==> src/rtl/dmem_arb_pkg.sv <==
// Shared types and constants for the data-memory port arbiter.
package dmem_arb_pkg;

  // Transaction sequencer states.
  typedef enum logic [1:0] {
    IDLE    = 2'd0,
    ISSUE   = 2'd1,
    RD_WAIT = 2'd2
  } state_t;

  // Which requester owns the current transaction.
  typedef enum logic {
    OWNER_M0 = 1'b0,
    OWNER_M1 = 1'b1
  } owner_t;

  // Read data returned when a read is abandoned after the wait limit.
  localparam logic [31:0] TIMEOUT_DATA = 32'hDEAD_BEEF;

  // Width of the read-wait counter.
  localparam int WAIT_CNT_W = 8;

endpackage

==> src/rtl/rr_pick2.sv <==
// Two-way round-robin pick: a lone requester wins; with both requesting,
// the one that did not own the previous transaction wins.
module rr_pick2
  import dmem_arb_pkg::*;
(
  input  logic [1:0] req_i,
  input  owner_t     last_owner_i,
  output logic [1:0] gnt_onehot_o
);

  // Pure combinational selection of a single winner.
  always_comb begin
    // NOTE: every output of an always_comb gets a default first so no path leaves it unassigned (no latch).
    gnt_onehot_o = 2'b00;
    unique case (req_i)
      2'b01:   gnt_onehot_o = 2'b01;
      2'b10:   gnt_onehot_o = 2'b10;
      2'b11:   gnt_onehot_o = (last_owner_i == OWNER_M1) ? 2'b01 : 2'b10;
      default: gnt_onehot_o = 2'b00;
    endcase
  end

endmodule

==> src/rtl/dmem_port_arbiter.sv <==
// Shares one DMemory port between the core load/store path (m0) and the
// UART loader / debug writer (m1). One transaction in flight at a time,
// round-robin between requesters, memory strobes driven from registers.
// Optional feature macro: DMEM_ARB_TIMEOUT_EN (read-wait timeout with err pulse).
module dmem_port_arbiter
  import dmem_arb_pkg::*;
#(
  parameter int ADDR_W  = 32,
  parameter int DATA_W  = 32,
  parameter int TIMEOUT = 16
) (
  input  logic                clk,
  input  logic                rst,

  input  logic                m0_req,
  input  logic                m0_we,
  input  logic [ADDR_W-1:0]   m0_addr,
  input  logic [DATA_W-1:0]   m0_wdata,
  input  logic [DATA_W/8-1:0] m0_wmask,
  output logic                m0_gnt,
  output logic                m0_ack,
  output logic [DATA_W-1:0]   m0_rdata,
  output logic                m0_err,

  input  logic                m1_req,
  input  logic                m1_we,
  input  logic [ADDR_W-1:0]   m1_addr,
  input  logic [DATA_W-1:0]   m1_wdata,
  input  logic [DATA_W/8-1:0] m1_wmask,
  output logic                m1_gnt,
  output logic                m1_ack,
  output logic [DATA_W-1:0]   m1_rdata,
  output logic                m1_err,

  output logic [ADDR_W-1:0]   s_address,
  output logic [DATA_W-1:0]   s_write_data,
  output logic [DATA_W/8-1:0] s_write_mask,
  output logic                s_write_enable,
  output logic                s_read_enable,
  input  logic [DATA_W-1:0]   s_read_data,
  input  logic                s_read_valid,

  output logic                busy
);

  localparam int MASK_W = DATA_W / 8;

  state_t                   state_q;
  owner_t                   owner_q;
  owner_t                   last_owner_q;
  logic                     we_q;
  logic                     rd_done_q;
  logic [ADDR_W-1:0]        addr_q;
  logic [DATA_W-1:0]        wdata_q;
  logic [MASK_W-1:0]        mask_q;
  logic                     s_we_q;
  logic                     s_re_q;
  logic [1:0]               ack_q;
  logic [1:0][DATA_W-1:0]   rdata_q;
`ifdef DMEM_ARB_TIMEOUT_EN
  logic [1:0]               err_q;
  logic [WAIT_CNT_W-1:0]    wait_cnt_q;
`endif

  logic [1:0]               pick;
  logic [1:0]               gnt_vec;
  owner_t                   gnt_owner;
  logic                     sel_we;
  logic [ADDR_W-1:0]        sel_addr;
  logic [DATA_W-1:0]        sel_wdata;
  logic [MASK_W-1:0]        sel_mask;

  rr_pick2 u_pick (
    .req_i        ({m1_req, m0_req}),
    .last_owner_i (last_owner_q),
    .gnt_onehot_o (pick)
  );

  // Grants exist only while idle; payload comes from the winning requester.
  always_comb begin
    gnt_vec   = (state_q == IDLE) ? pick : 2'b00;
    gnt_owner = gnt_vec[1] ? OWNER_M1 : OWNER_M0;
    sel_we    = gnt_vec[1] ? m1_we    : m0_we;
    sel_addr  = gnt_vec[1] ? m1_addr  : m0_addr;
    sel_wdata = gnt_vec[1] ? m1_wdata : m0_wdata;
    sel_mask  = gnt_vec[1] ? m1_wmask : m0_wmask;
  end

  // Transaction sequencer: grant capture, memory issue, read completion.
  // The latched address/data/mask double as the memory-side outputs and are
  // zeroed whenever the sequencer returns to IDLE.
  always_ff @(posedge clk or posedge rst) begin
    if (rst) begin
      state_q      <= IDLE;
      owner_q      <= OWNER_M0;
      last_owner_q <= OWNER_M1;
      we_q         <= 1'b0;
      rd_done_q    <= 1'b0;
      addr_q       <= '0;
      wdata_q      <= '0;
      mask_q       <= '0;
      s_we_q       <= 1'b0;
      s_re_q       <= 1'b0;
      ack_q        <= '0;
      rdata_q      <= '0;
`ifdef DMEM_ARB_TIMEOUT_EN
      err_q        <= '0;
      wait_cnt_q   <= '0;
`endif
    end else begin
      // NOTE: sequential state uses non-blocking assignments so every register samples pre-edge values.
      ack_q  <= '0;
      s_we_q <= 1'b0;
      s_re_q <= 1'b0;
`ifdef DMEM_ARB_TIMEOUT_EN
      err_q  <= '0;
`endif
      unique case (state_q)
        IDLE: begin
          if (|gnt_vec) begin
            owner_q      <= gnt_owner;
            last_owner_q <= gnt_owner;
            we_q         <= sel_we;
            addr_q       <= sel_addr;
            wdata_q      <= sel_wdata;
            mask_q       <= sel_mask;
            s_we_q       <= sel_we;
            s_re_q       <= ~sel_we;
            rd_done_q    <= 1'b0;
            // A write completes in the issue cycle, so its ack is armed now.
            if (sel_we) ack_q[gnt_owner] <= 1'b1;
            state_q      <= ISSUE;
          end
        end

        ISSUE: begin
          if (we_q) begin
            addr_q  <= '0;
            wdata_q <= '0;
            mask_q  <= '0;
            state_q <= IDLE;
          end else begin
            state_q <= RD_WAIT;
`ifdef DMEM_ARB_TIMEOUT_EN
            wait_cnt_q <= '0;
`endif
            // Zero-latency memory: data is already here in the issue cycle.
            if (s_read_valid) begin
              rdata_q[owner_q] <= s_read_data;
              ack_q[owner_q]   <= 1'b1;
              rd_done_q        <= 1'b1;
            end
          end
        end

        RD_WAIT: begin
          if (rd_done_q) begin
            // Ack is visible this cycle; release the port.
            rd_done_q <= 1'b0;
            addr_q    <= '0;
            wdata_q   <= '0;
            mask_q    <= '0;
            state_q   <= IDLE;
          end else if (s_read_valid) begin
            rdata_q[owner_q] <= s_read_data;
            ack_q[owner_q]   <= 1'b1;
            rd_done_q        <= 1'b1;
          end
`ifdef DMEM_ARB_TIMEOUT_EN
          else if (wait_cnt_q == WAIT_CNT_W'(TIMEOUT - 1)) begin
            // Give up on the memory: complete with a marker value and flag it.
            rdata_q[owner_q] <= DATA_W'(TIMEOUT_DATA);
            ack_q[owner_q]   <= 1'b1;
            err_q[owner_q]   <= 1'b1;
            rd_done_q        <= 1'b1;
            wait_cnt_q       <= wait_cnt_q + 1'b1;
          end else begin
            wait_cnt_q <= wait_cnt_q + 1'b1;
          end
`endif
        end

        default: state_q <= IDLE;
      endcase
    end
  end

  assign m0_gnt         = gnt_vec[0];
  assign m1_gnt         = gnt_vec[1];
  assign m0_ack         = ack_q[0];
  assign m1_ack         = ack_q[1];
  assign m0_rdata       = rdata_q[0];
  assign m1_rdata       = rdata_q[1];
`ifdef DMEM_ARB_TIMEOUT_EN
  assign m0_err         = err_q[0];
  assign m1_err         = err_q[1];
`else
  assign m0_err         = 1'b0;
  assign m1_err         = 1'b0;
`endif
  assign s_address      = addr_q;
  assign s_write_data   = wdata_q;
  assign s_write_mask   = mask_q;
  assign s_write_enable = s_we_q;
  assign s_read_enable  = s_re_q;
  assign busy           = (state_q != IDLE);

endmodule
==> config.mk <==
export PLATFORM = sky130hd
export DESIGN_NAME = dmem_port_arbiter
export DESIGN_NICKNAME = d
export VERILOG_FILES = /design/src/rtl/dmem_arb_pkg.sv /design/src/rtl/rr_pick2.sv /design/src/rtl/dmem_port_arbiter.sv
export SDC_FILE = /design/constraint.sdc
export NUM_CORES = 1
export LEC_CHECK = 0
export CORE_MARGIN = 2
export CORE_UTILIZATION = 43
export DETAILED_ROUTE_END_ITERATION = 7
export PLACE_DENSITY = 0.78
export SYNTH_ARGS = -nofsm -noshare
export SYNTH_HDL_FRONTEND = slang
export SYNTH_SLANG_ARGS = --single-unit
==> constraint.sdc <==
create_clock -name clk -period 6.1 [get_ports clk]
set_input_delay 1.22 -clock clk [delete_from_list [all_inputs] [get_ports clk]]
set_output_delay 1.22 -clock clk [all_outputs]
set_load 0.02 [all_outputs]
Yosys cells after proc, flatten, opt, wreduce, memory -nomap -nowiden
Index checks and enable logic that the tools add are counted.
{ "totals": {"n_memories": 0, "rom_bits": 0, "latch_bits": 0, "word_cells": 90, "register_bits": 142, "out_inout_bits": 141, "inputBits": 175, "ram_bits": 0} }
{ "classes": {"mul": 0, "n_eq_ne": 11, "add_sub_neg": 0, "magnitude_cmp": 4, "n_reduce_logical": 12, "n_bitwise": 1, "mux": 49, "n_shift": 0, "div": 0} }
{ "ops": {"columns": ["operator", "n"], "rows": [
  ["2-to-1 mux 32 bit", 7],
  ["2-to-1 mux 64 bit", 3],
  ["case mux 32 bit (3 select lines)", 2],
  ["case mux 64 bit (2 select lines)", 1],
  ["bitwise mux 64 bit", 1],
  ["demux 32 bit (select 1 bit)", 1],
  ["2-to-1 mux 2 bit", 10],
  ["case mux 2 bit (3 select lines)", 3],
  ["2-to-1 mux 4 bit", 4],
  ["2-to-1 mux 1 bit", 13],
  ["case mux 4 bit (3 select lines)", 1],
  ["!= test 2 bit (second input constant)", 5],
  ["AND reduction 4 bit", 2],
  ["equality test 2 bit (second input constant)", 3],
  ["equality test 2 x 1 -> 1 bit (second input constant)", 2],
  ["< comparator 1 x 2 -> 1 bit (second input constant)", 2],
  ["AND reduction 2 bit", 2],
  ["nonzero test 2 bit", 2],
  ["case mux 1 bit (3 select lines)", 1],
  ["AND reduction 3 bit", 1],
  ["nonzero test 3 bit", 1],
  ["demux 1 bit (select 1 bit)", 2],
  [">= comparator 1 bit (second input constant)", 2],
  ["logical AND 1 bit", 2],
  ["4 further kinds", 4]
]} }

Longest topological paths before layout
{ "depth": {"depth_word": 11, "mapped_depth": 8, "mapped_depth_nobuf": 5} }

Modules after synthesis
From an unflattened synthesis, not the netlist that was laid out.
{ "hier_totals": {"cells_unflattened": 589, "area_unflattened_um2": 7064.3} }
{ "by_module_without_submodules": {"columns": ["mod", "cells_per_inst", "area_per_inst_um2", "n_inst"], "rows": [
  ["dmem_port_arbiter", 586, 7045.5, 1],
  ["rr_pick2", 3, 18.8, 1]
]} }

Least setup slack after synthesis
OpenSTA, ideal clock, no wires.
{ "synth_path": {"kind": "input -> output", "start": "input port m0_req", "end": "output port m1_gnt", "arrival_ns": 2.136, "setup_slack_ns": 2.744, "stages": 5, "cell_sequence": "clkbuf_1 -> and2_1 -> clkbuf_1 -> clkbuf_1 -> nor2_1"} }
{ "synth_between": {"elab_chain_cells": 3} }
{ "synth_lines": {"columns": ["item", "line", "source"], "rows": [
  ["start, declared", "dmem_port_arbiter.sv:15", "input logic m0_req,"],
  ["equality test 2 bit / equality test 2 x 1 -> 1 bit (equally long branches)", "rr_pick2.sv:15", "unique case (req_i)"],
  ["case mux 2 bit (3 select lines) *", "rr_pick2.sv:15", null],
  ["2-to-1 mux 2 bit *", "dmem_port_arbiter.sv:81", "gnt_vec = (state_q == IDLE) ? pick : 2'b00;"],
  ["end, declared", "dmem_port_arbiter.sv:30", "output logic m1_gnt,"]
]} }
Mark *: on every way between the ends. The rest lies on a longest branch, timed or not.

Worst setup path in the final report
Same ends and word-level chain as after synthesis.

==> key figures <==
Power
  • Max VDD drop: 0.3255 mV
  • Logic pwr share: 0.577
  • P_int: 3.891 mW
  • Pwr/cell area: 588.6 nW/um^2
  • Clk pwr share: 0.162
  • Lkg Pwr: 4.254 nW
  • NetSw: 2.766 mW
  • Sequential cell fraction of total power: 0.261
  • Power Total: 6.657 mW
  • Sw frac: 0.4155

STA
  • Final Hold Fails: 0
  • Tcrit/Tclk final: 0.6376
  • Max-slew headroom: 0.3119
  • Hold slack: 0.4945 ns
  • Clock Skews: 0.01192 ns
  • Setup ws final: 2.211 ns
  • Slew @ Worst Pin: 1.028 ns
  • Max Freq: 257.1 MHz
  • # setup viols final: 0
  • Slew Limit Fails: 0
  • Tmin final: 3.889 ns
  • RSZ-0062 raised after global routing: no
  • Fin Setup TNS: 0 ns

Critical path
  • Slowest-stage cell, CP: clkdlybuf4s50_1
  • Crit-path most repeated cell: clkdlybuf4s50_1
  • CP Launch Type: input port
  • Nature of the critical path endpoint: output pin
  • Setup Crit Path Kind: input port to output pin
  • Reg2Reg Launch Point: state_q[0]
  • CP Data Required Time: 4.88 ns
  • Crit path DAT: 2.67 ns
  • Crit path from: m0_req
  • Worst path cell trace: clkdlybuf4s50_1, and2_2, nor2_1, clkdlybuf4s50_1
  • Slowest stage delay, CP: 0.61 ns
  • CP max FO: 8

Synth
  • Main synth FF type: dfrtp_1
  • Syn. warnings: 0
  • Seq/Total Area, Yosys: 0.4708
  • Syn Area/Cell: 10.88 um^2
  • Synthesized flop and latch total: 142
  • Cells after Synth: 694
  • Commonest cells post-synth: 141 x dfrtp_1, 71 x a31oi_1, 70 x nor2b_1
  • Count of different cell masters after synthesis: 43
  • Proportion of netlist area held by the largest area contributor: 0.4674
  • Synth Cell Area: 7550 um^2
  • Synth area leader: dfrtp_1
  • Post-synthesis async set-or-reset flop share: 1.000
  • Post-synth EDFFs: 0
  • Top cells by area, synth: dfrtp_1 47%, a41oi_1 7.9%, nand4b_1 7.9%, mux2_4 6.0%, a31oi_1 5.9%
  • Most frequent cell after synthesis: dfrtp_1

Layout
  • Nets@finish: 1,126
  • Finished Layout Cells: 1,186
  • Design Area, Final: 11,310 um^2
  • Finished Core Util: 0.6561
  • Ratio of cells with drive above 1 in the final layout: 0.1260
  • Layout area overhead: 49.80%

Clock network
  • Root buffer cell: clkbuf_16
  • CTS H-tree lvls: 4
  • Postcts setup bufs: 0
  • CTS sink cnt: 142
  • Reg clk slew, reported paths: 0.06 ns
  • Inserted Clock Buffers: 17
  • Worst-Skew Late Latency: 0.43 ns
  • Clock Tree Buf Depth: 2
  • Hold buffer count at CTS: 0
  • CTS tree: built
  • Post_cts resized: 0

Global route
  • Maximum number of pins on one net before global-route repair: 100
  • First-pass GRT wire length: 37,980 um
  • Total GRT Usage: 0.2633
  • Vias in the first global route: 6,788
  • Initial antenna violation count: 1
  • Global route total overflow: 0

Placement
  • Post-Place Setup Slack: 2.209 ns
  • HPWL after DPL: 15,820 um
  • Port bufs: 313
  • Area after DPL: 10,700 um^2
  • RD Place Congestion: 0.7829
  • # placed instances: 1,153

Detailed routing
  • DRT iter0 DRCs: 530
  • DRT Pass-1 Iters: 5
  • Routed Antenna Nets: 0
  • Average vias per placed instance: 5.924
  • WL per Instance: 21.03 um
  • # DRC: 0
  • Final WL: 24,940 um
  • Via count: 7,026

Die
  • Die outline height: 136.5 um
  • I/O pins: 316
  • # rows: 48
  • Initial core utilization: 0.4380
  • Die area: 18,630 um^2
  • Core ar.: 17,240 um^2
  • Die width: 136.5 um

Hold path
  • Hold/Removal Path Class: flop to flop
  • Hold_sp: m1_rdata[25]

Job
  • Max Cap Violations: 0

Outcome
  • Outcome: completed
## power by group through the flow
stage                     Clock [mW]  Sequential, mW  Combinational [mW]
final                           1.08            1.73                3.84
after global routing            1.14            1.79                4.11
after CTS                       1.10            1.74                3.85
after detailed placement           0            1.74                3.84
after global placement             0            1.72                3.78
after floorplan                    0            2.27                1.78
## final cells by class
cell class,instances,area [um^2]
tap,225,281.5
fill,1403,5927
antenna,1,2.502
timing repair buffer,326,3231
multi-input combinational,453,3601
inverter,7,31.28
clock buffer,18,439.2
sequential,142,3555
clock inverter,14,168.9
## state kept, by name, indices dropped and copies added, names as in the netlist
register        count
rd_done_q           1
m1_rdata           32
we_q                1
state_q             2
ack_q               2
owner_q             1
s_address          32
s_write_data       32
s_write_mask        4
s_read_enable       1
s_write_enable      1
m0_rdata           32
last_owner_q        1
## critical path, delay by kind of cell
kind	cells	cell delay, ns
buffers and inverters	2	1.13
and+or+nand+nor	2	0.32
## final timing paths
path,depth (start not counted),to,slack (ns)
max in group asynchronous,3,s_address[8],3.51
hold reg to reg,1,m1_rdata[25],0.49
hold / removal,1,m1_rdata[25],0.49
setup reg to reg,6,m0_rdata[5],3.15
min in group asynchronous,2,ack_q[0],1.33
setup / recovery,4,m1_gnt,2.21
## cells by family (layout without fill, tap and decap cells)
| group | after synthesis | after routing | share of synthesized area |
|---|---|---|---|
| AO/OA/AOI/OAI | 221 | 221 | 0.1944 |
| AND/OR/NAND/NOR | 161 | 161 | 0.1579 |
| other | 1 | 3 | 0.0004967 |
| buffers and inverters | 100 | 365 | 0.05800 |
| adder cells (fa/ha/maj) | 4 | 4 | 0.006629 |
| multiplexers | 65 | 65 | 0.1117 |
| flip-flops | 142 | 142 | 0.4708 |
## cell usage in the layout, fill, tap and decap left out, types with 3 or more instances in the layout
cell / Yosys / layout
clkdlybuf4s50_1: 0 / 313
dfrtp_1: 141 / 141
a31oi_1: 71 / 71
nor2b_1: 70 / 70
nand4b_1: 68 / 68
a41oi_1: 68 / 68
o21ai_0: 62 / 62
mux2_2: 32 / 32
mux2_4: 30 / 30
clkbuf_16: 0 / 17
buf_4: 5 / 13
o21ai_1: 8 / 8
inv_6: 0 / 6
inv_1: 6 / 5
a21oi_1: 5 / 5
nor2_1: 4 / 4
ha_1: 4 / 3
inv_8: 0 / 3
clkinvlp_4: 0 / 3
## per-layer routing
layer	track usage	up-vias	share of wire
li1	-	3175	-
met1	0.3337	3442	0.39
met2	0.4314	362	0.49
met3	0.07593	47	0.090
met4	0.08970	0	0.028
met5	0	-	0
Power figures use the tool's default switching activity.
